### src/rtl/io_pkg.sv
// rtl/io_pkg.sv - shared state encoding and default sizes for the programmed-I/O responder
package io_pkg;

  localparam int IO_WIDTH = 16;
  localparam int IO_DEPTH = 8;

  typedef enum logic [1:0] {
    IO_IDLE = 2'd0,
    IO_ACK  = 2'd1,
    IO_DROP = 2'd2
  } io_state_e;

endpackage

### src/rtl/sync_fifo.sv
// rtl/sync_fifo.sv - single-clock FIFO with count-derived full/empty and combinational head read
module sync_fifo
  import io_pkg::*;
#(
  parameter  int WIDTH = IO_WIDTH,
  parameter  int DEPTH = IO_DEPTH,
  localparam int CNT_W = $clog2(DEPTH) + 1,
  localparam int PTR_W = $clog2(DEPTH)
) (
  input  logic             clk,
  input  logic             rst_b,
  input  logic             push,
  input  logic             pop,
  input  logic [WIDTH-1:0] wdata,
  output logic [WIDTH-1:0] rdata,
  output logic             full,
  output logic             empty,
  output logic [CNT_W-1:0] count
);

  logic [WIDTH-1:0] mem_q [DEPTH];
  logic [PTR_W-1:0] wr_ptr_q;
  logic [PTR_W-1:0] rd_ptr_q;
  logic [CNT_W-1:0] count_q;
  logic             do_push;
  logic             do_pop;

  // Guard against overflow/underflow locally so a misbehaving caller cannot corrupt state.
  assign do_push = push && !full;
  assign do_pop  = pop && !empty;

  assign full  = (count_q == CNT_W'(DEPTH));
  assign empty = (count_q == '0);
  assign count = count_q;
  assign rdata = mem_q[rd_ptr_q];

  // Storage is not reset; validity is tracked entirely by the pointers and count.
  always_ff @(posedge clk) begin
    if (do_push) begin
      mem_q[wr_ptr_q] <= wdata;
    end
  end

  // Pointers wrap naturally at DEPTH; a simultaneous push and pop leaves the count unchanged.
  always_ff @(posedge clk or negedge rst_b) begin
    if (!rst_b) begin
      wr_ptr_q <= '0;
      rd_ptr_q <= '0;
      count_q  <= '0;
    end else begin
      if (do_push) begin
        wr_ptr_q <= wr_ptr_q + PTR_W'(1);
      end
      if (do_pop) begin
        rd_ptr_q <= rd_ptr_q + PTR_W'(1);
      end
      if (do_push && !do_pop) begin
        count_q <= count_q + CNT_W'(1);
      end else if (do_pop && !do_push) begin
        count_q <= count_q - CNT_W'(1);
      end
    end
  end

endmodule

### src/rtl/io_port_responder.sv
// rtl/io_port_responder.sv - CPU programmed-I/O responder with input and output FIFOs
module io_port_responder
  import io_pkg::*;
#(
  parameter  int WIDTH = IO_WIDTH,
  parameter  int DEPTH = IO_DEPTH,
  localparam int CNT_W = $clog2(DEPTH) + 1
) (
  input  logic             clk,
  input  logic             rst_b,
  input  logic             inp_req,
  output logic             inp_ack,
  output logic [WIDTH-1:0] inp_data,
  input  logic             out_req,
  input  logic [WIDTH-1:0] out_data,
  output logic             out_ack,
  input  logic             src_valid,
  input  logic [WIDTH-1:0] src_data,
  output logic             src_ready,
  output logic             snk_valid,
  output logic [WIDTH-1:0] snk_data,
  input  logic             snk_ready,
  output logic [CNT_W-1:0] in_count,
  output logic [CNT_W-1:0] out_count
);

  io_state_e        inp_state_q;
  io_state_e        out_state_q;
  logic             inp_ack_q;
  logic [WIDTH-1:0] inp_data_q;
  logic             out_ack_q;

  logic             in_full;
  logic             in_empty;
  logic [WIDTH-1:0] in_rdata;
  logic             out_full;
  logic             out_empty;
  logic             src_push;
  logic             cpu_pop;
  logic             cpu_push;
  logic             snk_pop;

  // Full/empty are registered, so a same-cycle push into an empty FIFO cannot satisfy a pop,
  // and a same-cycle sink pop from a full FIFO cannot make room for a CPU push.
  assign src_push = src_valid && !in_full;
  assign cpu_pop  = (inp_state_q == IO_IDLE) && inp_req && !in_empty;
  assign cpu_push = (out_state_q == IO_IDLE) && out_req && !out_full;
  assign snk_pop  = snk_ready && !out_empty;

  assign src_ready = !in_full;
  assign snk_valid = !out_empty;
  assign inp_ack   = inp_ack_q;
  assign inp_data  = inp_data_q;
  assign out_ack   = out_ack_q;

  sync_fifo #(
    .WIDTH (WIDTH),
    .DEPTH (DEPTH)
  ) u_in_fifo (
    .clk   (clk),
    .rst_b (rst_b),
    .push  (src_push),
    .pop   (cpu_pop),
    .wdata (src_data),
    .rdata (in_rdata),
    .full  (in_full),
    .empty (in_empty),
    .count (in_count)
  );

  sync_fifo #(
    .WIDTH (WIDTH),
    .DEPTH (DEPTH)
  ) u_out_fifo (
    .clk   (clk),
    .rst_b (rst_b),
    .push  (cpu_push),
    .pop   (snk_pop),
    .wdata (out_data),
    .rdata (snk_data),
    .full  (out_full),
    .empty (out_empty),
    .count (out_count)
  );

  // Input handshake: pop one word per request, pulse ack, then wait for the CPU to drop req.
  always_ff @(posedge clk or negedge rst_b) begin
    if (!rst_b) begin
      inp_state_q <= IO_IDLE;
      inp_ack_q   <= 1'b0;
      inp_data_q  <= '0;
    end else begin
      case (inp_state_q)
        IO_IDLE: begin
          inp_ack_q <= 1'b0;
          if (cpu_pop) begin
            inp_data_q  <= in_rdata;
            inp_ack_q   <= 1'b1;
            inp_state_q <= IO_ACK;
          end
        end
        IO_ACK: begin
          inp_ack_q   <= 1'b0;
          inp_state_q <= IO_DROP;
        end
        IO_DROP: begin
          inp_ack_q <= 1'b0;
          if (!inp_req) begin
            inp_state_q <= IO_IDLE;
          end
        end
        default: begin
          inp_ack_q   <= 1'b0;
          inp_state_q <= IO_IDLE;
        end
      endcase
    end
  end

  // Output handshake: capture one word per request, pulse ack, then wait for the CPU to drop req.
  always_ff @(posedge clk or negedge rst_b) begin
    if (!rst_b) begin
      out_state_q <= IO_IDLE;
      out_ack_q   <= 1'b0;
    end else begin
      case (out_state_q)
        IO_IDLE: begin
          out_ack_q <= 1'b0;
          if (cpu_push) begin
            out_ack_q   <= 1'b1;
            out_state_q <= IO_ACK;
          end
        end
        IO_ACK: begin
          out_ack_q   <= 1'b0;
          out_state_q <= IO_DROP;
        end
        IO_DROP: begin
          out_ack_q <= 1'b0;
          if (!out_req) begin
            out_state_q <= IO_IDLE;
          end
        end
        default: begin
          out_ack_q   <= 1'b0;
          out_state_q <= IO_IDLE;
        end
      endcase
    end
  end

endmodule
### config.mk
export PLATFORM = sky130hd
export DESIGN_NAME = io_port_responder
export DESIGN_NICKNAME = d
export VERILOG_FILES = /design/src/rtl/io_pkg.sv /design/src/rtl/sync_fifo.sv /design/src/rtl/io_port_responder.sv
export SDC_FILE = /design/constraint.sdc
export NUM_CORES = 1
export LEC_CHECK = 0
export ABC_AREA = 1
export CORE_ASPECT_RATIO = 0.5
export CORE_UTILIZATION = 45
export DETAILED_ROUTE_END_ITERATION = 7
export GPL_ROUTABILITY_DRIVEN = 0
export MAX_ROUTING_LAYER = met4
export PLACE_DENSITY = 0.75
export SLEW_MARGIN = 15
export SYNTH_ARGS = -nofsm -noshare
export SYNTH_HDL_FRONTEND = slang
export SYNTH_SLANG_ARGS = --single-unit
export TNS_END_PERCENT = 10
### constraint.sdc
create_clock -name clk -period 3.76 [get_ports clk]
set_input_delay 0.564 -clock clk [delete_from_list [all_inputs] [get_ports clk]]
set_output_delay 0.564 -clock clk [all_outputs]
set_load 0.02 [all_outputs]
== Word-level counts from Yosys, hierarchy flattened ==
Memory sizes are Yosys's and may differ from the RTL's. A register that Yosys moved wholly into a read port is not among the register bits.
Cells that the tools add are included.
Operators by class
  $add $sub $neg: 8
  reductions and logical operators: 32
  equality and inequality tests: 10
  muxes and demuxes: 18
Operators by type and width (count)
  $mux W4: 4
  $logic_and A1 B1 Y1: 14
  $add A3 B1 Y3 const B: 4
  $pmux W2 S3: 2
  $logic_not A1 Y1: 9
  $add A4 B1 Y4 const B: 2
  $eq A4 B4 Y1 const B: 2
  $logic_not A4 Y1: 2
  $mux W1: 8
  $mux W2: 4
  $sub A4 B1 Y4 const B: 2
  $reduce_and A2 Y1: 3
  $eq A2 B1 Y1 const B: 2
  $eq A2 B2 Y1 const B: 2
  $logic_not A2 Y1: 2
  $ne A2 B1 Y1 const B: 2
  $ne A2 B2 Y1 const B: 2
  $reduce_bool A2 Y1: 2
Storage, ports and cells
  memory bits (writable): 256
  input port bits: 38
  register bits after elaboration: 26
  word-level logic and storage cells: 80
  memories kept: 2
Memory list
  u_in_fifo.mem_q: depth 8, width 16, read ports 1, clocked after Yosys merged registers in 1, wr ports 1, line sync_fifo.sv:21  | logic [WIDTH-1:0] mem_q [DEPTH];
  u_out_fifo.mem_q: depth 8, width 16, read ports 1, clocked after Yosys merged registers in 0, wr ports 1, line sync_fifo.sv:21

== Logic depth before layout (Yosys ltp) ==
  depth after elaboration: 8
  gate-level depth with buffers: 16
  mapped depth without buffers: 14

== By module ==
From an unflattened synthesis, not the netlist that was laid out.
Unflattened totals
  cells, all modules: 1239
  area total of the unflattened synthesis: 12726.0 um2
Modules (own cells, without submodules)
  sync_fifo at u_in_fifo: area an instance 6104.6 um2, instances 1, cells each 633
  sync_fifo at u_out_fifo: area an instance 5729.2 um2, instances 1, cells each 510
  io_port_responder: area an instance 892.1 um2, instances 1, cells each 96

== Worst setup path before layout ==
No wires, ideal clock.
  path kind: input port to flip-flop
  from: in out_req
  to: mem u_out_fifo.mem_q[5][0] (netlist name), enable pin
  arrival: 2.518 ns
  required time: 3.330 ns
  stages: 5
  library setup time: 0.430 ns
  setup slack: 0.812 ns
  cell sequence: inv_1 nor3_1 nand2_1 buf_2 nor4_1
Between the ends
  longest elaborated chain between the ends: 5
Ends and longest elaborated chain
  from (decl): line io_port_responder.sv:14  | input logic out_req,
  $logic_and A1 B1 Y1 (2 in a row): line io_port_responder.sv:47  | assign cpu_push = (out_state_q == IO_IDLE) && out_req && !out_full;
  $logic_and A1 B1 Y1: line sync_fifo.sv:29  | assign do_push = push && !full;
  $mux W1: line sync_fifo.sv:39  | if (do_push) begin
  $mux W1 (implied by the code): line sync_fifo.sv:40  | mem_q[wr_ptr_q] <= wdata;
  to (decl): line sync_fifo.sv:21
No other way between the ends.

== Worst setup path in the final report ==
  from: reg u_out_fifo.rd_ptr_q[0]
  to: out snk_data[7]
Between the ends
  longest elaborated chain between the ends: 1
Ends and longest elaborated chain
  from (decl): line sync_fifo.sv:23  | logic [PTR_W-1:0] rd_ptr_q;
  from (signal assigned): line sync_fifo.sv:55  | rd_ptr_q <= rd_ptr_q + PTR_W'(1);
  $mem_v2 Z8 W16
  to (decl): line io_port_responder.sv:21  | output logic [WIDTH-1:0] snk_data,
No other way between the ends.

==> metrics.cfg <==
[routing]
wirelength_mm = 25.9
drtAntennaViolNets = 0
drt_pass1_iterations = 5
drc_errors = 0
vias_per_cell = 4.98
via_count = 8018
drt_iter0_markers = 723
wl_per_cell_um = 16.1

[cts]
cts_hold_buffers = 1
post_cts_resized = 0
post_cts_buffers = 0
clk_pin_slew_ns = 0.07
cts_made_buffers = 26
cts.path.max_buffers = 3
clkLatencyLatePin_ns = 0.54
h-tree-depth = 1
root_buffer = clkbuf_16
clock-sinks = 298
cts_tree = built

[finish]
fill_cells = 2181
nets = 1264
area_growth_pct = 15.7
utilization = 0.539
drive_gt1_frac = 0.0681
final_area_um2 = 14500
final_cell_count_no_fill = 1609

[sta]
worst_slack_ns = 0.633
tns_ns = 0
skew_ns = 0.0139
fin_crit_ns = 3.13
hold_viol = 0
worst_slew_margin_rel = 0.241
tightest_slew_ns = 1.14
setup_violations = 0
fin_crit_sh = 0.832
rsz0062_at_grt = no
fmax_mhz = 320
slew_violations = 0

[grt]
first_global_vias = 8019
grt_overflow_total = 0
grt_usage = 0.191
grt_pass1_wl_mm = 41.6
grt_max_degree = 67
antenna_found_initial = 1

[logic_synthesis]
syn_area_per_cell_um2 = 11.1
yosysTopAreaCell = edfxtp_1
syn_nets = 1177
syn_inst = 1127
ys_seq_area_frac = 0.698
synth_top_area_frac = 0.614
yosysWarnings = 0
ys_top_cells_by_area = edfxtp_1, nand2_1, dfrtp_1
synth_seq_cells = 298
ys_types = 27
syn_area_um2 = 12500

[flow_run]
maxCapViolCount = 0

[setup_path]
cp_slowest_cell = clkdlybuf4s50_1
cp-end-kind = output port
crit_top_cell = nand2_1
crit_chain = inv_2 -> buf_12 -> nor2_1 -> o21ai_1 -> nand2_1 -> nand2_1 -> clkdlybuf4s50_1
crit_type = flop to output port
worst_ep_arrival_time_ns = 2.56
critPathLaunchType = flop
critical_path_required_ns = 3.20
cp_max_fo = 44
worst_path_dominant_cell_family = buffers and inverters
critPathMaxStageDelay_ns = 0.62
cp_num_buf_inv = 3

[power]
vdd_drop_max_v = 0.000344
p_clk_frac = 0.232
p_comb_frac = 0.375
p_per_area_nw_per_um2 = 783
switching_share = 0.368
power.internal_uw = 7180
p_leak_uw = 0.00581
switchingPower_uw = 4170
seq_power_share = 0.394

[worst_hold_path]
hold_class = flop to flop

[die]
core-area_um2 = 26900
row_count = 42
die_h_um = 120
initial_core_util = 0.465
ioPinCount = 82
dieArea_um2 = 28500
die_w_um = 238

[placed_design]
pre_cts_slack_ns = 0.619
io_buffer_count = 81
dp_hpwl_mm = 15.3
place_area_um2 = 13600
dp_cells = 1559

[outcome]
status = finished, final reports clean

==> path summary, 6_finish.rpt <==
path	from	end	slack (ns)	depth (start not counted)
max	u_out_fifo.rd_ptr_q[0]	snk_data[7]	0.63	7
min	inp_state_q[1]	inp_state_q[1]	0.47	1
max reg2reg	u_out_fifo.count[0]	u_out_fifo.count[3]	1.21	13
min reg2reg	inp_state_q[1]	inp_state_q[1]	0.47	1
max in group asynchronous	rst_b	inp_data[14]	2.46	3
min in group asynchronous	rst_b	inp_state_q[1]	0.55	2
==> area by class of cell <==
cell class                 count  area [um^2]  area share
antenna                        1         2.50    0.000173
multi-input combinational    654         2930       0.202
clock inverter                16          133     0.00915
clock buffer                  32          704      0.0486
timing repair buffer         112         1050      0.0727
sequential                   298         8740       0.603
tap                          374          468      0.0323
inverter                     122          458      0.0316
==> Yosys cell counts <==
master,n
buf_8,3
dfrtp_1,42
nand2_1,302
clkinv_1,1
fa_1,2
buf_2,20
o21ai_0,53
buf_1,1
nor4_1,2
o21ai_1,49
inv_1,118
nor3_1,5
nand3_1,105
edfxtp_1,256
or2_2,2
xor2_1,3
nand3b_1,1
or2_4,1
nor2_1,113
clkbuf_2,1
a21oi_1,1
ha_1,10
inv_2,3
clkbuf_1,2
buf_6,19
xnor2_1,5
buf_4,7
==> power by group through the flow <==
stage	registers, uW	logic (uW)	clock network, uW
after floorplan	4610	2900	0
after global placement	4520	4120	0
after detailed placement	4540	4260	0
after CTS	4470	4290	2670
after global routing	4530	4740	2800
final	4470	4250	2630
==> routing by layer <==
metal / wire [um] / part of all wire / vias up / global-route usage
met2: 13000 / 0.50 / 193 / 0.327
li1: - / - / 3905 / -
met3: 1250 / 0.048 / 45 / 0.0340
met1: 11200 / 0.43 / 3875 / 0.236
met4: 479 / 0.018 / 0 / 0.0528
met5: 0 / 0 / - / -
==> cells in the final DEF, fill, tap and decap left out, types with 3 or more instances in the layout <==
cell type          n
buf_4             29
dfrtp_1           41
inv_1            117
nor2_1           113
clkinv_2           6
ha_1              10
nor3_2             4
clkinv_1           6
edfxtp_1         256
o21ai_1           49
xor2_1             3
clkbuf_1           4
xnor2_1            5
clkbuf_16         27
inv_2              4
o21ai_0           53
clkdlybuf4s50_1   80
nand2_1          302
nand3_1          105
==> kinds of logic after synthesis <==
logic type,Yosys count,synth area share
simple gates,531,0.172
xor+xnor,8,0.00559
buf+inv,175,0.0707
flops,298,0.698
compound gates,103,0.0412
fa+ha+maj,12,0.0132
==> state kept, by name, indices dropped and copies added, names as in the netlist <==
signal               flops
u_out_fifo.mem_q       128
u_in_fifo.rd_ptr_q       3
u_in_fifo.count          4
u_in_fifo.mem_q        128
inp_data                16
inp_ack                  1
out_ack                  1
u_in_fifo.wr_ptr_q       3
u_out_fifo.rd_ptr_q      3
u_out_fifo.wr_ptr_q      3
inp_state_q              2
u_out_fifo.count         4
out_state_q              2
==> metrics by stage <==
step / power (uW) / hold slack (ns)
global route: 12100 / 0.499
floorplan: 7510 / 0.268
global placement: 8630 / 0.458
CTS: 11400 / 0.472
detailed placement: 8800 / 0.462
finish: 11300 / 0.472
Note: power is estimated with default switching activity, not from simulation.
==> patch (same settings) <==
Change the package constant `IO_WIDTH` from 16 to 32.
--- a/src/rtl/io_pkg.sv
+++ b/src/rtl/io_pkg.sv
@@ -1,7 +1,7 @@
 // rtl/io_pkg.sv - shared state encoding and default sizes for the programmed-I/O responder
 package io_pkg;
 
-  localparam int IO_WIDTH = 16;
+  localparam int IO_WIDTH = 32;
   localparam int IO_DEPTH = 8;
 
   typedef enum logic [1:0] {
Ports: changed (resized inp_data, out_data, snk_data and src_data); port bits go from 82 to 146. The function was not compared with the original's and may differ.
==> patch against the unedited design <==
Die area grew 85%; core utilization decreased by 0.33 points; worst setup slack worse by 0.25 ns; area after synthesis up 86%; via count up 86%; power rose by 86%; critical path depth decreased by 1; design area grew 87%; sequential cell count up 272; routed wire length increased by 91%; critical path type unchanged; critical endpoint is now snk_data[6]; largest power group unchanged; highest routed layer unchanged.
==> patch: results (changes against the unedited design) <==
Status
  • Result of the run: completed

Place
  • Worst slack at placement: 0.782 ns (+0.162 ns)
  • Area post-placement: 25,600 um2 (+87%)
  • Number of buffers added on ports: 145 (+79%)
  • HPWL reported at the end of detailed placement: 26,500 um (+74%)

Synth
  • Sequential-to-total area share from yosys stat: 72.1% (+2.3 points)
  • Total of warnings raised by yosys: 0 (unchanged)
  • Number of enable-type register cells in the synthesized netlist: 512 (+100%)
  • Async set-or-reset flop fraction in the synthesized netlist: 10.2% (-3.9 points)
  • Number of nets in the synthesized netlist: 2,157 (+83%)
  • Largest cells by area after synthesis: sky130_fd_sc_hd__edfxtp_1 66%, sky130_fd_sc_hd__nand2_1 8.7%, sky130_fd_sc_hd__dfrtp_1 6.2%
  • List of most frequent post-synthesis cells: 541 x sky130_fd_sc_hd__nand2_1, 512 x sky130_fd_sc_hd__edfxtp_1, 217 x sky130_fd_sc_hd__inv_1, 209 x sky130_fd_sc_hd__nor2_1, 201 x sky130_fd_sc_hd__nand3_1
  • Count of different cell masters after synthesis: 26 (-3.7%)

Power
  • Switching power: 7.69 mW (+84%)
  • LEAKAGE: 10.6 nW (+82%)
  • VDD IR-drop max: 0.000877 V (+160%)

Clock tree
  • Clk root buf: sky130_fd_sc_hd__clkbuf_16
  • Max Buffers Root-to-Sink: 3 (unchanged)
  • Later-pin clock latency in the skew report: 0.56 ns (+0.02 ns)
  • Quantity of gates resized following cts: 0 (unchanged)
  • TritonCTS buffer count: 51 (+96%)
  • Clock edge transition at the registers on the reported setup and hold paths: 0.06 ns
  • Total number of H-tree levels: 2 (+1)
  • Setup Buffers After CTS: 0 (unchanged)

Critical path
  • Worst reg2reg path depth: 12 (-1)
  • Largest incremental delay on the critical path: 0.76 ns (+0.14 ns)
  • Critical Path Fanout Max: 45 (+2.3%)
  • Highest-delay cell along the critical path: sky130_fd_sc_hd__dfrtp_4
  • Critical path's top delay family: buffers and inverters
  • Data arrival time of the worst path: 2.81 ns (+0.25 ns)

Global route
  • Number of antenna violations at the first check in global routing: 2 (+1)
  • Via count of the first global-routing pass: 14,700 (+83%)
  • All-Layer GR Usage: 19.4% (+0.22 points)
  • Global-route wire length before repair: 77,600 um (+87%)
  • Largest net degree at the start of global routing: 130 (+94%)

Final layout
  • Fraction of layout cells with a size suffix above 1: 6.23% (-0.58 points)
  • Number of filler cells placed in the layout: 4,106 (+88%)
  • Final Net Count: 2,288 (+81%)

Drt
  • Number of iterations in the first detailed-routing pass: 5 (unchanged)
  • Post-DR vias/cell: 5.07 (+1.8%)
  • Initial DRC Count: 1,495 (+110%)
  • Routed WL: 49,500 um (+91%)

STA
  • Max-slew headroom: 39.9% (+16 points)
  • Worst clock skew: 0.0274 ns (+0.0134 ns)

Worst hold path
  • Worst hold path class: input pin to async pin
patch: cell count changes after synthesis, sizes merged, moves of 16 or more:
cell	change
buf	+28
clkbuf	+24
dfrtp	+16
edfxtp	+256
inv	+97
nand2	+240
nand3	+96
nor2	+96
o21ai	+96
patch: stage by stage:
stage / TNS [ns] / instances / util (%) / total power [mW]
6_report: 0 / 2939 / 53.5 / 21.1
5_1_grt: 0 / 2939 / 53.5 / 22.3
4_1_cts: 0 / 2937 / 53.5 / 21.2
3_5_place_dp: 0 / 2843 / 50.4 / 16.2
3_3_place_gp: 0 / 2843 / 50.4 / 16.1
2_1_floorplan: -48.41 / 2075 / - / 13.5
patch: final cells by class:
cell class,instances,area share (%)
Clock inverter,29,0.848
Timing Repair Buffer,183,6.65
Tap cell,690,3.18
Inverter,218,3.02
Sequential cell,570,62.0
Clock buffer,65,5.00
Multi-Input combinational cell,1182,19.3
Antenna cell,2,0.0184
patch: cell families (layout without fill, tap and decap cells):
group,after synthesis,in the layout,synth area share [%]
simple gates,963,963,16.7
flops,570,570,72.1
buf+inv,323,495,5.93
compound gates,199,199,4.27
fa+ha+maj,12,12,0.708
xor+xnor,8,8,0.300
other cells,0,2,0
patch: layer usage:
layer | GRT usage (%) | wire (um) | up-vias
met5 | - | 0 | -
met4 | 6.33 | 1210 | 0
met3 | 2.85 | 2800 | 94
met2 | 33.1 | 25000 | 419
met1 | 23.7 | 20500 | 7209
li1 | - | - | 7185
patch: worst paths after layout:
path	start	end	slack, ns
worst min register to register	out_state_q[1]$_DFFE_PN0P_	out_state_q[1]$_DFFE_PN0P_	0.48
worst max register to register	u_in_fifo.count[1]$_DFFE_PN0P_	u_in_fifo.count[3]$_DFFE_PN0P_	1.31
max in group asynchronous	rst_b	u_in_fifo.rd_ptr_q[0]$_DFFE_PN0P_	2.87
worst min-delay path	rst_b	u_out_fifo.rd_ptr_q[0]$_DFFE_PN0P_	0.11
worst max-delay path	u_out_fifo.rd_ptr_q[1]$_DFFE_PN0P_	snk_data[6]	0.38
min in group clk	out_state_q[1]$_DFFE_PN0P_	out_state_q[1]$_DFFE_PN0P_	0.48
patch: power by group through the flow:
stage / Sequential (mW) / Clock, mW / Combinational [mW]
2_1_floorplan: 8.65 / 0 / 4.87
3_3_place_gp: 8.52 / 0 / 7.54
3_5_place_dp: 8.54 / 0 / 7.71
4_1_cts: 8.41 / 5.06 / 7.76
5_1_grt: 8.49 / 5.33 / 8.50
6_report: 8.41 / 4.98 / 7.68
